<file path="src/rtl/fetch_pkg.sv">
// ---------------------------------------------------------------------------
// fetch_pkg
//   Shared types and constants for the program-counter / fetch stage.
//
//   Contents:
//     fetch_state_t  - sequencing state of the fetch stage (IDLE, RUN, DONE)
//     PC_W           - program-counter width; the PC wraps modulo 2**PC_W
//     LUT_IDX_W      - branch-target LUT index width (16 entries)
//     CNT_W          - RUN-cycle counter width
//     TGT_*          - branch targets of the resident programs, one per LUT
//                      entry; entries 11..15 are unused and resolve to 0
//
//   Optional feature macro used by fetch_unit: FETCH_CYCLE_CNT_EN
// ---------------------------------------------------------------------------
package fetch_pkg;

   parameter int PC_W      = 8;
   parameter int LUT_IDX_W = 4;
   parameter int CNT_W     = 16;

   typedef enum logic [1:0] {
      IDLE = 2'd0,
      RUN  = 2'd1,
      DONE = 2'd2
   } fetch_state_t;

   // Branch targets, named after the labels they land on in the programs.
   localparam logic [PC_W-1:0] TGT_LOOP        = 8'd2;
   localparam logic [PC_W-1:0] TGT_LOWERLOOP   = 8'd21;
   localparam logic [PC_W-1:0] TGT_STRINGLOOP  = 8'd26;
   localparam logic [PC_W-1:0] TGT_MATCHLOOP   = 8'd29;
   localparam logic [PC_W-1:0] TGT_FOUND       = 8'd39;
   localparam logic [PC_W-1:0] TGT_INCJ        = 8'd40;
   localparam logic [PC_W-1:0] TGT_OUTER       = 8'd46;
   localparam logic [PC_W-1:0] TGT_INNER       = 8'd48;
   localparam logic [PC_W-1:0] TGT_IJSUB       = 8'd53;
   localparam logic [PC_W-1:0] TGT_COMPDIST    = 8'd54;
   localparam logic [PC_W-1:0] TGT_INCJ_PAIR   = 8'd57;
   localparam logic [PC_W-1:0] TGT_UNUSED      = 8'd0;

endpackage : fetch_pkg

</file>
<file path="src/rtl/fetch_unit_branch_lut.sv">
// ---------------------------------------------------------------------------
// branch_lut
//   Combinational branch-target lookup. Maps a LUT index supplied by the
//   decoder to the absolute PC of the branch destination.
//
//   Ports:
//     idx    in   LUT_IDX_W  target-LUT index
//     target out  PC_W       absolute branch target PC
//
//   Indices 11..15 have no program label behind them and return PC 0; a
//   branch through one of them simply restarts at address 0.
// ---------------------------------------------------------------------------
module branch_lut
   import fetch_pkg::*;
(
   input  logic [LUT_IDX_W-1:0] idx,
   output logic [PC_W-1:0]      target
);

   // Pure table lookup; the default arm covers every unused index.
   always_comb begin
      target = TGT_UNUSED;
      case (idx)
         4'd0:    target = TGT_LOOP;
         4'd1:    target = TGT_LOWERLOOP;
         4'd2:    target = TGT_STRINGLOOP;
         4'd3:    target = TGT_MATCHLOOP;
         4'd4:    target = TGT_FOUND;
         4'd5:    target = TGT_INCJ;
         4'd6:    target = TGT_OUTER;
         4'd7:    target = TGT_INNER;
         4'd8:    target = TGT_IJSUB;
         4'd9:    target = TGT_COMPDIST;
         4'd10:   target = TGT_INCJ_PAIR;
         default: target = TGT_UNUSED;
      endcase
   end

endmodule : branch_lut

</file>
<file path="src/rtl/fetch_unit.sv">
// ---------------------------------------------------------------------------
// fetch_unit
//   Program-counter / fetch stage sitting directly in front of a
//   combinational instruction memory. Owns the PC, launches a program at a
//   given start address, steps it sequentially, applies stalls and taken
//   branches (targets resolved through branch_lut) and stops when the decoder
//   reports the done word.
//
//   Ports:
//     Clk        in   1          system clock, rising edge
//     Reset      in   1          asynchronous active-high reset
//     Start      in   1          launch pulse, honoured only in IDLE or DONE
//     StartAddr  in   PC_W       first PC of the program
//     Stall      in   1          hold the PC this cycle
//     BranchEn   in   1          current instruction is a taken branch
//     BranchIdx  in   LUT_IDX_W  branch-target LUT index
//     HaltReq    in   1          decoder sees the done word
//     PC         out  PC_W       instruction-memory address
//     Running    out  1          high exactly while in RUN
//     Done       out  1          high from halt until the next accepted Start
//     CycleCnt   out  CNT_W      RUN-cycle count (0 unless the macro is set)
//
//   Optional feature: define FETCH_CYCLE_CNT_EN to build the saturating
//   RUN-cycle counter behind CycleCnt. Without it CycleCnt is tied to 0.
// ---------------------------------------------------------------------------
module fetch_unit
   import fetch_pkg::*;
(
   input  logic                 Clk,
   input  logic                 Reset,
   input  logic                 Start,
   input  logic [PC_W-1:0]      StartAddr,
   input  logic                 Stall,
   input  logic                 BranchEn,
   input  logic [LUT_IDX_W-1:0] BranchIdx,
   input  logic                 HaltReq,
   output logic [PC_W-1:0]      PC,
   output logic                 Running,
   output logic                 Done,
   output logic [CNT_W-1:0]     CycleCnt
);

   fetch_state_t    state;
   logic [PC_W-1:0] branch_target;

   branch_lut u_branch_lut (
      .idx    (BranchIdx),
      .target (branch_target)
   );

   // Sequencer and PC. Running and Done are registered alongside the state
   // so they always agree with it. In RUN, halt wins over stall, and stall
   // wins over a branch, so a branch arriving during a stall is dropped.
   // The halt leaves the PC parked on the done word's address.
   always_ff @(posedge Clk or posedge Reset) begin
      if (Reset) begin
         state   <= IDLE;
         PC      <= '0;
         Running <= 1'b0;
         Done    <= 1'b0;
      end else begin
         case (state)
            IDLE, DONE: begin
               if (Start) begin
                  state   <= RUN;
                  PC      <= StartAddr;
                  Running <= 1'b1;
                  Done    <= 1'b0;
               end
            end
            RUN: begin
               if (HaltReq) begin
                  state   <= DONE;
                  Running <= 1'b0;
                  Done    <= 1'b1;
               end else if (Stall) begin
                  PC <= PC;
               end else if (BranchEn) begin
                  PC <= branch_target;
               end else begin
                  PC <= PC + PC_W'(1);
               end
            end
            default: begin
               state   <= IDLE;
               Running <= 1'b0;
               Done    <= 1'b0;
            end
         endcase
      end
   end

`ifdef FETCH_CYCLE_CNT_EN
   logic [CNT_W-1:0] cycle_cnt;

   // Counts every cycle spent in RUN, stalls and the halting cycle included.
   // A launch clears it; it saturates at all-ones and is left untouched in
   // DONE so software can read the final figure.
   always_ff @(posedge Clk or posedge Reset) begin
      if (Reset) begin
         cycle_cnt <= '0;
      end else if (state == RUN) begin
         if (cycle_cnt != '1) begin
            cycle_cnt <= cycle_cnt + CNT_W'(1);
         end
      end else if (Start) begin
         cycle_cnt <= '0;
      end
   end

   assign CycleCnt = cycle_cnt;
`else
   assign CycleCnt = '0;
`endif

endmodule : fetch_unit

</file>
<file path="config.mk">
export PLATFORM = sky130hd
export DESIGN_NAME = fetch_unit
export DESIGN_NICKNAME = d
export VERILOG_FILES = /design/src/rtl/fetch_pkg.sv /design/src/rtl/fetch_unit_branch_lut.sv /design/src/rtl/fetch_unit.sv
export SDC_FILE = /design/constraint.sdc
export NUM_CORES = 1
export LEC_CHECK = 0
export ABC_AREA = 1
export BUFFER_PORTS_ARGS = -buffer_cell sky130_fd_sc_hd__buf_2
export CORE_MARGIN = 2
export CORE_UTILIZATION = 48
export CTS_CLUSTER_SIZE = 28
export DETAILED_ROUTE_END_ITERATION = 16
export GPL_TIMING_DRIVEN = 0
export PLACE_DENSITY = 0.76
export RECOVER_POWER = 25
export SYNTH_ARGS = -nofsm -noshare
export SYNTH_HDL_FRONTEND = slang
export SYNTH_SLANG_ARGS = --single-unit
</file>
<file path="constraint.sdc">
create_clock -name Clk -period 1.5 [get_ports Clk]
set_input_delay 0.075 -clock Clk [delete_from_list [all_inputs] [get_ports Clk]]
set_output_delay 0.075 -clock Clk [all_outputs]
set_load 0.03 [all_outputs]
</file>
==> results of run 1 <==
## cell type report
class                      instances  area [um2]  share of cell area
buffer                            17         131              0.0943
clock buffer                       4        36.3              0.0260
inverter                          20        75.1              0.0539
multi-input combinational        132         671               0.481
sequential                        12         300               0.215
tap                               28        35.0              0.0251
timing repair buffer              28         145               0.104
## power groups by stage
| stage | logic, mW | registers, mW | clock network (mW) |
|---|---|---|---|
| 6_report | 1.10 | 0.629 | 0.266 |
| 5_1_grt | 1.21 | 0.648 | 0.278 |
| 4_1_cts | 1.10 | 0.625 | 0.263 |
| 3_5_place_dp | 1.09 | 0.633 | 0 |
| 3_3_place_gp | 1.06 | 0.621 | 0 |
| 2_1_floorplan | 0.588 | 0.847 | 0 |
## cells in the final DEF (no fill, tap or decap), types with 2 or more instances in the layout
cell type,n
o211ai_1,3
a21oi_1,4
a21oi_2,2
nor2_2,4
conb_1,16
inv_1,19
buf_4,16
nor2_1,21
clkbuf_4,3
ha_1,7
or2_2,2
dfrtp_1,12
nand2_1,45
nand3_1,16
buf_2,27
nand2_4,3
o21ai_0,5
## cells by family (layout without fill, tap and decap cells)
family / after synthesis / in the layout / synth area share
AND/OR/NAND/NOR: 93 / 93 / 0.379
buffers and inverters: 37 / 69 / 0.184
AO/OA/AOI/OAI: 16 / 16 / 0.0871
flip-flops: 12 / 12 / 0.268
adder cells (fa/ha/maj): 7 / 7 / 0.0781
other: 1 / 16 / 0.00335
## metrics by stage
stage          std cells  setup WS, ps  hold WS (ps)  utilization
6_report             241           164          40.2        0.630
5_1_grt              241          36.7          58.1        0.630
4_1_cts              241           147          48.9        0.630
3_5_place_dp         236           161           121        0.609
3_3_place_gp         236           210           117        0.609
2_1_floorplan        181           183         -60.3            -
## metal layers
layer / track usage / part of all wire / wire (um) / up-vias
met5: 0 / 0 / 0 / -
met4: 0.0769 / 0.017 / 41 / 0
met3: 0.00857 / 0.045 / 111 / 5
met2: 0.363 / 0.50 / 1240 / 36
met1: 0.220 / 0.43 / 1070 / 488
li1: - / - / - / 579
## sequential cells by signal (all words and copies together) (netlist names)
signal	count
PC	8
Done	1
state	2
Running	1
## critical path, stage by stage (launching register included)
cell and delay, ps:
dfrtp_1 440, inv_1 110, nand2_1 130, nor2_1 190
nand3_1 130, nand3_1 100, nand2_1 50, nand2_1 50
inv_1 30
## how the worst max path moves through the flow
stage / startpoint / endpoint / slack (ps)
global route: state[1] / PC[5] / 40
finish: state[1] / PC[5] / 160
floorplan: PC[0] / PC[4] / 180
global placement: state[1] / PC[5] / 210
CTS: state[1] / PC[5] / 150
detailed placement: state[1] / PC[5] / 160
==> results.py, run 1 <==
metrics = {
    "sta": {
        "min_period_ps": 1340,
        "rsz0062_at_grt": "false",
        "report.final.slew_viol_count": 0,
        "setup_viol": 0,
        "period_share": 0.891,
        "hold_viol_final": 0,
        "skew_ps": 8.03,
        "fmax_mhz": 748,
        "tns_ps": 0,
    },
    "global_routing": {
        "grt_pass1_wl_um": 3880,
        "grt_use_total": 0.191,
        "grt_pass1_vias": 978,
        "antenna_found_initial": 0,
        "grt_max_degree": 13,
        "overflow": 0,
    },
    "final_layout": {
        "fill_cells": 209,
        "layout.nets": 239,
        "area.growth.synth_to_final_pct": 24.3,
        "insertedDiodeCount": 0,
        "drive_gt1_frac": 0.291,
        "design_area_um2": 1390,
    },
    "power": {
        "switching_share": 0.517,
        "total_power_mw": 1.99,
        "internal-power_uw": 962,
        "p_clk_frac": 0.134,
        "seq_power_share": 0.315,
        "power-per-cell-area_nw_per_um2": 1430,
        "vdd_ir_drop_max_v": 0.000803,
        "p_leak_nw": 0.830,
        "power_switching_mw": 1.03,
        "comb_power_share": 0.551,
    },
    "placed_design": {
        "place_area_um2": 1350,
        "dp_hpwl_um": 1990,
        "portBuffers": 27,
        "routabilityCongestion": 0.814,
    },
    "synthesis": {
        "synth.ff_latch_count": 12,
        "synth_most_common_cell": "nand2_1",
        "yosys-top-cells-count": "nand2_1, nor2_1, inv_1",
        "synth_cells": 166,
        "yosys.area.top_type": "dfrtp_1",
        "synth_cell_types": 21,
        "ys_warn_count": 0,
        "avgSynthCellArea_um2": 6.75,
        "synth_top_cells_by_area": "dfrtp_1, nand2_1, buf_4",
        "synth_async_sr_flop_share": 1.00,
        "yosysSeqAreaShare": 0.268,
        "synth_top_area_frac": 0.268,
        "synth-edff-count": 0,
        "synthFlopType": "dfrtp_1",
        "syn_area_um2": 1120,
    },
    "floorplanning": {
        "ios": 44,
        "fp.dieH_um": 52.3,
        "dieArea_um2": 2740,
        "die_w_um": 52.3,
        "coreArea_um2": 2210,
        "row_count": 17,
        "initial_core_util": 0.507,
    },
    "clocking": {
        "ctsHoldBuffers": 1,
        "htree_num_levels": 1,
        "cts_resized": 0,
        "cts_made_buffers": 3,
        "clk_latency_ps": 280,
        "cts-root-buf": "clkbuf_4",
        "clk_path_buf_depth": 2,
        "cts.sinks": 12,
        "cts_tree": "yes",
        "cts_setup_buffers": 0,
        "cts.clk_slew.worst_paths_ps": 70,
    },
    "route": {
        "wl_per_cell_um": 10.2,
        "via_per_inst": 4.60,
        "drtIter0Drc": 21,
        "totalWireLength_um": 2460,
        "drt-pass1-iter-count": 4,
        "ant_nets": 0,
        "drc": 0,
        "via_count": 1108,
    },
    "worst_setup_path": {
        "reg2reg_to": "PC[5]",
        "r2r-start": "state[1]",
        "required_ps": 1680,
        "arrival_ps": 1510,
        "regToRegSetupSlack_ps": 160,
        "end_kind": "register",
        "path_class": "register to register",
        "reg2reg_depth": 8,
        "crit_fanout": 5,
        "startpoint_type": "register",
    },
    "outcome": {
        "outcome": "finished, final reports clean",
    },
    "min_path": {
        "holdPathEnd": "Done",
        "worstHoldPathType": "primary input to register",
        "min_from": "HaltReq",
        "whs_path_depth": 3,
    },
    "flow_run": {
        "maxCapViolCount": 0,
    },
}
No activity file was read; power rests on OpenSTA's default activity.
==> run 2, diff against run 1 <==
Settings changed: MAX_ROUTING_LAYER set to met4.
==> run 2 against run 1 <==
Die area unchanged. Combinational power about the same. Critical path depth unchanged. Largest power group unchanged. Cell area unchanged. Clock power about the same. Critical endpoint unchanged.
==> results.py, run 2 (synthesis gave the netlist of run 1 again) <==
metrics = {
    "power": {
        "p_clk_frac": 0.134,
        "power-per-cell-area_nw_per_um2": 1430,
        "vdd_ir_drop_max_v": 0.000803,
        "power_switching_mw": 1.03,
        "seq_power_share": 0.315,
        "comb_power_share": 0.551,
        "p_leak_nw": 0.830,
        "internal-power_uw": 962,
        "switching_share": 0.517,
    },
    "final_layout": {
        "layout.nets": 239,
        "fill_cells": 209,
        "drive_gt1_frac": 0.291,
        "insertedDiodeCount": 0,
        "final_common_cell": "nand2_1",
        "largest_reg_flops": 8,
        "top_register": "PC",
        "instances_no_fill": 241,
        "area.growth.synth_to_final_pct": 24.3,
        "largestRegisters": "PC x8, state x2",
        "layout_common_cells": "nand2_1, buf_2, nor2_1, inv_1",
    },
    "outcome": {
        "outcome": "finished, final reports clean",
    },
    "global_routing": {
        "overflow": 0,
        "grt_pass1_wl_um": 3880,
        "grt_max_degree": 13,
        "antenna_found_initial": 0,
        "grt_use_total": 0.196,
        "grt_pass1_vias": 977,
    },
    "route": {
        "wl_per_cell_um": 10.2,
        "via_per_inst": 4.60,
        "drt-pass1-iter-count": 4,
        "totalWireLength_um": 2460,
        "drtIter0Drc": 21,
        "drc": 0,
        "ant_nets": 0,
        "via_count": 1108,
    },
    "floorplanning": {
        "die_w_um": 52.3,
        "fp.dieH_um": 52.3,
        "dieArea_um2": 2740,
        "ios": 44,
        "initial_core_util": 0.507,
        "row_count": 17,
        "coreArea_um2": 2210,
    },
    "placed_design": {
        "portBuffers": 27,
        "dp.cells": 236,
        "pre_cts_ws_ps": 161,
        "dp_hpwl_um": 1990,
        "routabilityCongestion": 0.826,
    },
    "clocking": {
        "cts.sinks": 12,
        "cts_setup_buffers": 0,
        "clk_path_buf_depth": 2,
        "cts_made_buffers": 3,
        "cts-root-buf": "clkbuf_4",
        "cts.clk_slew.worst_paths_ps": 70,
        "htree_num_levels": 1,
        "cts_tree": "yes",
        "clk_latency_ps": 280,
    },
    "worst_setup_path": {
        "arrival_ps": 1510,
        "slowest_stage": "dfrtp_1",
        "reg2reg_to": "PC[5]",
        "r2r-start": "state[1]",
        "crit_buf_inv": 2,
        "max_stage_delay_ps": 440,
        "end_kind": "register",
        "crit_fanout": 5,
        "crit_path_cell_trace": "inv_1 > nand2_1 > nor2_1 > nand3_1 > nand3_1 > nand2_1 > nand2_1 > inv_1",
        "cp_common_cell": "nand2_1",
        "cp-startpoint": "state[1]",
        "cpLargestDelayFamily": "simple AND/OR/NAND/NOR gates",
        "required_ps": 1680,
        "startpoint_type": "register",
        "reg2reg_depth": 8,
        "regToRegSetupSlack_ps": 160,
        "path_class": "register to register",
    },
    "sta": {
        "fmax_mhz": 748,
        "worst_slack_ps": 164,
        "min_period_ps": 1340,
        "period_share": 0.891,
        "setup_viol": 0,
        "rsz0062_at_grt": "false",
        "tns_ps": 0,
        "hold_viol_final": 0,
        "report.final.slew_viol_count": 0,
        "skew_ps": 8.03,
    },
    "min_path": {
        "min_from": "HaltReq",
        "whs_path_depth": 3,
        "holdPathEnd": "Done",
        "worstHoldPathType": "primary input to register",
    },
    "flow_run": {
        "maxCapViolCount": 0,
    },
}
run 2: cell counts in the layout (fill, tap and decap cells not counted):
No cell type changed its count.
run 2: repair_timing:
| item | 4_1_cts | 5_1_grt |
|---|---|---|
| hold endpoints to repair | 12 | 0 |
| hold buffers | 1 | 0 |
| gates resized for setup | 0 | 0 |
run 2: worst reg2reg max path: cells and delay by family (launching register included):
family / cells / cell delay [ps]
flops: 1 / 440
buf+inv: 2 / 140
simple gates: 6 / 650
run 2: worst max-delay path by stage:
stage	to	slack (ps)	depth (start not counted)
6_report	PC[5]	160	8
5_1_grt	PC[5]	40	8
4_1_cts	PC[5]	150	8
3_5_place_dp	PC[5]	160	8
3_3_place_gp	PC[5]	210	8
2_1_floorplan	PC[4]	180	6
run 2: power groups by stage:
stage	registers (mW)	logic [mW]	clock network, mW
after floorplan	0.847	0.588	0
after global placement	0.621	1.06	0
after detailed placement	0.633	1.09	0
after CTS	0.625	1.10	0.263
after global routing	0.648	1.21	0.278
final	0.629	1.10	0.266
run 2: per-layer routing:
metal	vias to the layer above	part of all wire	wire [um]	track usage
met5	-	0	0	-
met3	5	0.045	111	0.00857
met1	488	0.43	1070	0.220
met2	36	0.50	1240	0.363
met4	0	0.017	41	0.0769
li1	579	-	-	-
run 2: cell type report:
class                      instances  area [um2]  share of cell area
multi-input combinational        132         671               0.481
sequential                        12         300               0.215
timing repair buffer              28         145               0.104
buffer                            17         131              0.0943
inverter                          20        75.1              0.0539
clock buffer                       4        36.3              0.0260
tap                               28        35.0              0.0251
run 2: per-stage QoR:
stage	instance area (um2)	hold slack, ps	util	power (mW)
5_1_grt	1390	58.1	0.630	2.13
3_5_place_dp	1350	121	0.609	1.72
2_1_floorplan	1180	-60.3	-	1.44
4_1_cts	1390	48.9	0.630	1.99
6_report	1390	40.2	0.630	1.99
3_3_place_gp	1350	117	0.609	1.68
==> run 3, diff against run 2 <==
Settings changed: CORE_UTILIZATION 48 to 25, PLACE_DENSITY 0.76 to 0.44.
==> run 3 against run 2 <==
Clock skew down 5.6 ps. Register-to-register slack about the same. Non-clock buffer count unchanged. Sequential cell count unchanged. Sequential power up 2%. Fmax down 0.52%. Combinational power about the same. Via count down 3.7%. Largest power group unchanged.
==> results.py, run 3 (synthesis gave the netlist of run 1 again) <==
metrics = {
    "outcome": {
        "outcome": "finished, final reports clean",
    },
    "placed_design": {
        "routabilityCongestion": 0.769,
        "portBuffers": 27,
        "pre_cts_ws_ps": 151,
        "dp_hpwl_um": 2110,
    },
    "global_routing": {
        "grt_max_degree": 13,
        "grt_pass1_vias": 977,
        "grt_use_total": 0.114,
        "grt_pass1_wl_um": 4520,
        "antenna_found_initial": 0,
        "overflow": 0,
    },
    "sta": {
        "hold_viol_final": 0,
        "tightest_slew_ps": 517,
        "min_period_ps": 1340,
        "report.final.slew_viol_count": 0,
        "fmax_mhz": 744,
        "rsz0062_at_grt": "false",
        "slew_headroom": 0.655,
        "setup_viol": 0,
        "worst_slack_ps": 157,
        "period_share": 0.896,
        "tns_ps": 0,
        "skew_ps": 2.41,
    },
    "route": {
        "ant_nets": 0,
        "wl_per_cell_um": 9.88,
        "drtIter0Drc": 45,
        "via_per_inst": 4.04,
        "totalWireLength_um": 2610,
        "via_count": 1067,
        "drc": 0,
        "drt-pass1-iter-count": 4,
    },
    "clocking": {
        "cts_setup_buffers": 0,
        "cts_resized": 0,
        "cts_tree": "yes",
        "ctsHoldBuffers": 1,
        "cts.sinks": 12,
        "clk_path_buf_depth": 2,
        "htree_num_levels": 1,
        "clk_latency_ps": 240,
        "cts_made_buffers": 3,
        "cts-root-buf": "clkbuf_8",
        "cts.clk_slew.worst_paths_ps": 50,
    },
    "final_layout": {
        "top_register": "PC",
        "insertedDiodeCount": 0,
        "area.growth.synth_to_final_pct": 27.5,
        "drive_gt1_frac": 0.288,
        "layout_common_cells": "nand2_1, buf_2, nor2_1, inv_1",
        "largest_reg_flops": 8,
        "final_common_cell": "nand2_1",
        "layout.nets": 239,
        "largestRegisters": "PC x8, state x2",
        "fill_cells": 492,
    },
    "min_path": {
        "worstHoldPathType": "primary input to register",
    },
    "worst_setup_path": {
        "crit_fanout": 5,
        "path_class": "register to register",
        "arrival_ps": 1480,
        "end_kind": "register",
        "startpoint_type": "register",
        "required_ps": 1640,
    },
    "floorplanning": {
        "fp.dieH_um": 71.0,
        "row_count": 24,
        "ios": 44,
        "initial_core_util": 0.259,
        "dieArea_um2": 5040,
        "coreArea_um2": 4320,
        "die_w_um": 71.0,
    },
    "power": {
        "vdd_ir_drop_max_v": 0.000760,
        "power-per-cell-area_nw_per_um2": 1420,
        "p_leak_nw": 0.830,
    },
    "flow_run": {
        "maxCapViolCount": 0,
    },
}
[run 3: changes by cell type in the layout (fill, tap and decap cells not counted), sizes merged]
| cell | change |
|---|---|
| clkbuf | -1 |
[run 3: metrics by stage]
step	hold WS [ps]	cells	utilization	cell area [um2]	power (mW)
5_1_grt	108	264	0.330	1430	2.21
6_report	92.4	264	0.330	1430	2.02
4_1_cts	83.0	264	0.330	1430	2.05
3_3_place_gp	132	260	0.319	1380	1.74
3_5_place_dp	138	260	0.319	1380	1.74
2_1_floorplan	-60.3	181	-	1180	1.44
[run 3: worst paths after layout]
path | from | end | slack, ps | depth (start not counted)
hold reg to reg | Running | Running | 470 | 2
hold / removal | HaltReq | Done | 90 | 3
max in group asynchronous | Reset | PC[0] | 740 | 3
setup reg to reg | state[1] | PC[5] | 160 | 8
min in group asynchronous | Reset | PC[6] | 410 | 3
setup / recovery | state[1] | PC[5] | 160 | 8
[run 3: worst max-delay path: stages, from the launching register on]
cell     delay (ps)
dfrtp_1         430
inv_1           120
nand2_1         130
nor2_1          200
nand3_1         110
nand3_1          90
nand2_1          50
nand2_1          70
inv_1            40
[run 3: cell type report]
| type | count | area, um2 | area share |
|---|---|---|---|
| Multi-Input combinational cell | 132 | 671 | 0.469 |
| Sequential cell | 12 | 300 | 0.210 |
| Timing Repair Buffer | 28 | 145 | 0.102 |
| Buffer | 17 | 131 | 0.0919 |
| Inverter | 20 | 75.1 | 0.0525 |
| Tap cell | 52 | 65.1 | 0.0455 |
| Clock buffer | 3 | 41.3 | 0.0289 |
[run 3: power breakdown]
group / switching (mW) / total (mW) / leakage (nW) / internal, mW
sequential: 0.182 / 0.640 / 0.144 / 0.458
combinational: 0.731 / 1.09 / 0.665 / 0.358
clock: 0.116 / 0.293 / 0.0216 / 0.177
total: 1.03 / 2.02 / 0.830 / 0.993
[run 3: layer usage]
| layer | global-route usage | part of all wire | vias up |
|---|---|---|---|
| li1 | - | - | 580 |
| met1 | 0.164 | 0.50 | 457 |
| met2 | 0.165 | 0.43 | 30 |
| met3 | 0.0299 | 0.066 | 0 |
| met4 | 0.0126 | 0 | 0 |
| met5 | - | 0 | - |
